`config.mk`:
```
export PLATFORM = sky130hd
export DESIGN_NAME = alu_seq
export DESIGN_NICKNAME = d
export VERILOG_FILES = /design/src/rtl/alu_seq.sv
export SDC_FILE = /design/constraint.sdc
export NUM_CORES = 1
export LEC_CHECK = 0
export ABC_AREA = 1
export CORE_MARGIN = 3
export CORE_UTILIZATION = 60
export CTS_CLUSTER_SIZE = 10
export DETAILED_ROUTE_END_ITERATION = 16
export GPL_TIMING_DRIVEN = 0
export PLACE_DENSITY = 0.8
export SLEW_MARGIN = 30
export SYNTH_ARGS = -nofsm -noshare
export SYNTH_HDL_FRONTEND = slang
export SYNTH_SLANG_ARGS = --single-unit
```
`constraint.sdc`:
```
create_clock -name clk -period 5.1 [get_ports clk]
set_input_delay 0.51 -clock clk [delete_from_list [all_inputs] [get_ports clk]]
set_output_delay 0.51 -clock clk [all_outputs]
set_load 0.02 [all_outputs]
```
`src/rtl/alu_seq.sv`:
```
`default_nettype none
// ============================================================================
//  Module   : alu_seq
//  Purpose  : Handshaked ALU with registered result and flags. Single-cycle
//             logic/arithmetic ops plus iterative ROT (orientation quarter
//             turns) and MUL (shift-add, one multiplier bit per cycle).
//  Revision : 1.0  initial release
// ============================================================================
module alu_seq #(
  parameter int WIDTH = 8
) (
  input  logic             clk,
  input  logic             rst,
  input  logic             in_valid,
  output logic             in_ready,
  input  logic [3:0]       op,
  input  logic [WIDTH-1:0] in0,
  input  logic [WIDTH-1:0] in1,
  output logic             out_valid,
  input  logic             out_ready,
  output logic [WIDTH-1:0] out,
  output logic             zf,
  output logic             cf,
  output logic             err
);

  localparam int CW = $clog2(WIDTH);

  localparam logic [3:0] OP_AND  = 4'd0;
  localparam logic [3:0] OP_OR   = 4'd1;
  localparam logic [3:0] OP_ADD  = 4'd2;
  localparam logic [3:0] OP_SUB  = 4'd3;
  localparam logic [3:0] OP_INC  = 4'd4;
  localparam logic [3:0] OP_DEC  = 4'd5;
  localparam logic [3:0] OP_COMP = 4'd6;
  localparam logic [3:0] OP_PASS = 4'd7;
  localparam logic [3:0] OP_ROT  = 4'd8;
  localparam logic [3:0] OP_MUL  = 4'd9;

  typedef enum logic [1:0] {
    S_IDLE = 2'd0,
    S_BUSY = 2'd1,
    S_DONE = 2'd2
  } state_t;

  state_t             state_q, state_d;
  logic               is_mul_q, is_mul_d;
  logic [CW-1:0]      cnt_q, cnt_d;
  // MUL: {partial product high half, remaining multiplier bits}.
  // ROT: low WIDTH bits hold the operand being turned.
  logic [2*WIDTH-1:0] acc_q, acc_d;
  logic [WIDTH-1:0]   mcand_q, mcand_d;
  logic               wrap_q, wrap_d;
  logic [WIDTH-1:0]   out_q, out_d;
  logic               zf_q, zf_d;
  logic               cf_q, cf_d;
  logic               err_q, err_d;

  logic               accept;
  logic [WIDTH:0]     add_sum;
  logic [WIDTH:0]     inc_sum;
  logic [WIDTH-1:0]   sc_out;
  logic               sc_zf, sc_cf, sc_err;
  logic [WIDTH:0]     mul_sum;
  logic [2*WIDTH-1:0] mul_next;
  logic [WIDTH-1:0]   rot_next;
  logic               rot_wrap;

  // Reset masks in_ready so nothing is accepted on a reset edge.
  assign in_ready  = !rst && ((state_q == S_IDLE) || ((state_q == S_DONE) && out_ready));
  assign accept    = in_valid && in_ready;
  assign out_valid = (state_q == S_DONE);
  assign out       = out_q;
  assign zf        = zf_q;
  assign cf        = cf_q;
  assign err       = err_q;

  // Single-cycle result and flags, computed from the operands being accepted.
  always_comb begin
    add_sum = {1'b0, in0} + {1'b0, in1};
    inc_sum = {1'b0, in0} + (WIDTH+1)'(1);
    sc_out  = '0;
    sc_cf   = 1'b0;
    sc_err  = 1'b0;
    case (op)
      OP_AND:  sc_out = in0 & in1;
      OP_OR:   sc_out = in0 | in1;
      OP_ADD: begin
        sc_out = add_sum[WIDTH-1:0];
        sc_cf  = add_sum[WIDTH];
      end
      OP_SUB: begin
        // Absolute difference; carry flags that in1 was the larger operand.
        if (in1 > in0) begin
          sc_out = in1 - in0;
          sc_cf  = 1'b1;
        end else begin
          sc_out = in0 - in1;
        end
      end
      OP_INC: begin
        sc_out = inc_sum[WIDTH-1:0];
        sc_cf  = inc_sum[WIDTH];
      end
      OP_DEC: begin
        sc_out = in0 - WIDTH'(1);
        sc_cf  = (in0 == '0);
      end
      OP_COMP: sc_out = in0;
      OP_PASS: sc_out = in0;
      OP_ROT:  sc_out = '0;
      OP_MUL:  sc_out = '0;
      default: sc_err = 1'b1;
    endcase
    // COMP reports equality in zf; illegal ops force zf low despite out=0.
    if (op == OP_COMP) begin
      sc_zf = (in0 == in1);
    end else if (sc_err) begin
      sc_zf = 1'b0;
    end else begin
      sc_zf = (sc_out == '0);
    end
  end

  // Next-state, iteration datapath and result capture.
  always_comb begin
    state_d  = state_q;
    is_mul_d = is_mul_q;
    cnt_d    = cnt_q;
    acc_d    = acc_q;
    mcand_d  = mcand_q;
    wrap_d   = wrap_q;
    out_d    = out_q;
    zf_d     = zf_q;
    cf_d     = cf_q;
    err_d    = err_q;

    // One shift-add step: add multiplicand into the high half when the
    // current multiplier LSB is set, then shift the whole accumulator right.
    mul_sum  = {1'b0, acc_q[2*WIDTH-1:WIDTH]} + (acc_q[0] ? {1'b0, mcand_q} : '0);
    mul_next = {mul_sum, acc_q[WIDTH-1:1]};

    // One quarter turn of the 2-bit orientation field.
    rot_next = {acc_q[WIDTH-1:2], acc_q[1:0] + 2'd1};
    rot_wrap = wrap_q || (acc_q[1:0] == 2'b11);

    case (state_q)
      S_IDLE: ;
      S_BUSY: begin
        if (is_mul_q) begin
          acc_d = mul_next;
          if (cnt_q == '0) begin
            state_d = S_DONE;
            out_d   = mul_next[WIDTH-1:0];
            zf_d    = (mul_next[WIDTH-1:0] == '0);
            cf_d    = (mul_next[2*WIDTH-1:WIDTH] != '0);
            err_d   = 1'b0;
          end
        end else begin
          acc_d  = {acc_q[2*WIDTH-1:WIDTH], rot_next};
          wrap_d = rot_wrap;
          if (cnt_q == '0) begin
            state_d = S_DONE;
            out_d   = rot_next;
            zf_d    = (rot_next == '0);
            cf_d    = rot_wrap;
            err_d   = 1'b0;
          end
        end
        cnt_d = cnt_q - CW'(1);
      end
      S_DONE: begin
        if (out_ready) begin
          state_d = S_IDLE;
        end
      end
      default: state_d = S_IDLE;
    endcase

    // A new accept (from IDLE, or retiring DONE) overrides the above.
    if (accept) begin
      if (op == OP_MUL) begin
        state_d  = S_BUSY;
        is_mul_d = 1'b1;
        cnt_d    = CW'(WIDTH - 1);
        acc_d    = {{WIDTH{1'b0}}, in1};
        mcand_d  = in0;
      end else if ((op == OP_ROT) && (in0[1:0] != 2'd0)) begin
        state_d  = S_BUSY;
        is_mul_d = 1'b0;
        cnt_d    = CW'(in0[1:0] - 2'd1);
        acc_d    = {{WIDTH{1'b0}}, in1};
        wrap_d   = 1'b0;
      end else if (op == OP_ROT) begin
        state_d = S_DONE;
        out_d   = in1;
        zf_d    = (in1 == '0);
        cf_d    = 1'b0;
        err_d   = 1'b0;
      end else begin
        state_d = S_DONE;
        out_d   = sc_out;
        zf_d    = sc_zf;
        cf_d    = sc_cf;
        err_d   = sc_err;
      end
    end
  end

  // State and datapath registers with synchronous reset.
  always_ff @(posedge clk) begin
    if (rst) begin
      state_q  <= S_IDLE;
      is_mul_q <= 1'b0;
      cnt_q    <= '0;
      acc_q    <= '0;
      mcand_q  <= '0;
      wrap_q   <= 1'b0;
      out_q    <= '0;
      zf_q     <= 1'b0;
      cf_q     <= 1'b0;
      err_q    <= 1'b0;
    end else begin
      state_q  <= state_d;
      is_mul_q <= is_mul_d;
      cnt_q    <= cnt_d;
      acc_q    <= acc_d;
      mcand_q  <= mcand_d;
      wrap_q   <= wrap_d;
      out_q    <= out_d;
      zf_q     <= zf_d;
      cf_q     <= cf_d;
      err_q    <= err_d;
    end
  end

endmodule
`default_nettype wire

```
==> impl_metrics.ini <==
[run_status]
status = finished, final reports clean

[min_path]
holdCritPathClass = reg2reg
min_to = acc_q[2]
min_from = acc_q[3]
hold_depth = 2

[drt]
num_vias = 4858
first_pass_iters = 8
drc = 0
routed_via_density = 5.74
drt_iter0_drc = 465
wl_per_cell_um = 16.0
drtAntennaViolNets = 0
routed_wl_mm = 13.6

[worst_setup_path]
required_ns = 5.27
critPathLaunchType = input pin
r2r_setup_slack_ns = 2.37
r2r-start = acc_q[0]
cp.arrival_ns = 3.66
cp_max_fo = 10
endpoint_kind = flip-flop
r2r-end = cf
critPathKind = in2reg
reg2reg_depth = 15

[clocking]
cts_tree = done
clock_sink_count = 42
clockBufferDepth = 2
clk_latency_ns = 0.30
root_buffer = clkbuf_8
cts_buffers = 5
htreeDepth = 2
cts_setup_buffers = 0
clk_pin_slew_ns = 0.08
ctsResizeCount = 0
cts.hold.buffers_added = 0

[sta]
hold_viol_final = 0
fin_crit_ns = 3.50
finalCritPeriodShare_pct = 68.5
finClkSkew_ns = 0.00870
setup_tns_ns = 0
rsz0062_at_grt = no
final_max_slew_viol_count = 0
max_slew.worst_pin.slew_ns = 0.765
setup_viol = 0
max_freq_mhz = 286
max_slew_margin_pct = 48.8

[synth]
yosysSeqAreaShare_pct = 18.6
synth-edff-count = 0
synth_nets = 779
async_reset_ff_share_pct = 0
syn_inst = 707
synth_area_um2 = 4530
avgSynthCellArea_um2 = 6.41
yosys_most_used_dff = dfxtp_1
synth.distinct_cells = 49
yosys_register_bits = 42
ys_warn_count = 0

[power_and_ir_drop]
power_frac_comb_pct = 34.1
seqPwrFrac_pct = 36.9
max-vdd-ir-drop_v = 0.000166
p_total_mw = 0.932
pwr-share-clk_pct = 29.1
p_sw_share_pct = 34.7
p_leak_nw = 2.42
p_switching_mw = 0.324
internal_power_mw = 0.609
power_density_nw_per_um2 = 183

[global_routing]
grt_start_max_net_pins = 13
grt_usage_pct = 32.3
grt_pass1_wl_mm = 22.2
antenna_found_initial = 0
grt-ovfl-total = 0
grt_pass1_vias = 4632

[finish]
area_growth_pct = 12.7
final_nets = 820
layout_common_cells = nand2_1 (149), inv_1 (89), nor2_1 (69)
diodes = 0
drive_above_1_share_pct = 9.63
final_common_cell = nand2_1

[floorplanning]
die_h_um = 92.9
fp-row-count = 31
chipWidth_um = 92.9
num_io_pins = 37
coreArea_um2 = 7290
start_util_pct = 62.1
die_area_um2 = 8630

[job]
drv_cap = 0

[place]
hpwl_mm = 10.9
gp_congestion = 1.04
numPortBuffers = 34
## layer usage
| metal | up-vias | global-route usage, % | part of all wire [%] |
|---|---|---|---|
| met5 | - | 0 | 0 |
| met4 | 0 | 8.42 | 2.7 |
| met3 | 29 | 4.87 | 8.7 |
| met2 | 210 | 51.5 | 43 |
| met1 | 2216 | 45.5 | 45 |
| li1 | 2403 | - | - |
## synth_stat cells, drive strengths merged (8+ instances only)
cell	n	area, um2
a21oi	57	304
nand4	9	71.3
buf	8	73.8
inv	106	408
a31oi	9	56.3
ha	44	551
xor2	12	105
o21ai	50	250
nor2	82	370
dfxtp	42	841
nand2	164	678
nor3	11	71.3
o211ai	9	67.6
nand3	55	275
## stage by stage
stage                     utilization, %  instance area [um2]  hold WS [ns]  setup WS (ns)  cells
final                               70.1                 5110         0.499           1.60    847
after global routing                70.1                 5110         0.530           1.51    847
after CTS                           70.1                 5110         0.505           1.70    847
after detailed placement            68.5                 5000         0.494           1.41    840
after global placement              68.5                 5000         0.472           1.43    840
after floorplan                        -                 4530         0.458           2.78    707
## power by group through the flow
stage                     Sequential (mW)  Clock [mW]  Combinational [mW]
after floorplan                     0.357           0               0.204
after global placement              0.351           0               0.302
after detailed placement            0.351           0               0.308
after CTS                           0.344       0.274               0.311
after global routing                0.345       0.286               0.349
final                               0.344       0.271               0.318
## area by class of cell
type,instances,area [um2]
Multi-Input combinational cell,543,3160
Inverter,108,415
Fill cell,700,2180
Clock inverter,1,30.0
Clock buffer,6,82.6
Timing Repair Buffer,34,340
Sequential cell,42,841
Buffer,14,111
Tap cell,99,124
## worst max path at each step
stage,startpoint,end,slack (ns),cells after the start
2_1_floorplan,in0[4],zf,2.78,15
3_3_place_gp,in0[4],cf,1.43,13
3_5_place_dp,in0[4],cf,1.41,13
4_1_cts,in0[4],cf,1.70,13
5_1_grt,in0[4],zf,1.51,18
6_report,in0[4],cf,1.60,13
## cell families after synthesis
kind of cell               share of synthesized area (%)
muxes                                              0.221
xor gates and xnor gates                            3.09
DFF                                                 18.6
buffers and inverters                               11.6
adders and majority gates                           13.9
AOI/OAI and AO/OA                                   18.4
and+or+nand+nor                                     34.2
## worst max-delay path, stage by stage
cell and delay (ns):
clkdlybuf4s50_1 0.69, clkinv_1 0.43, ha_1 0.53, inv_2 0.18
nand2_4 0.07, nor2_4 0.15, nand4_4 0.16, nand2_4 0.15
inv_2 0.07, nand2_1 0.13, o31ai_1 0.11, o31ai_1 0.37
a21oi_1 0.11
## flip-flops by register name, indices dropped and copies added, names as in the netlist
| signal | flops |
|---|---|
| acc_q | 16 |
| mcand_q | 8 |
| out | 8 |
| cf | 1 |
| is_mul_q | 1 |
| err | 1 |
| wrap_q | 1 |
| state_q | 2 |
| cnt_q | 3 |
| zf | 1 |
(Power assumes the default switching activity.)
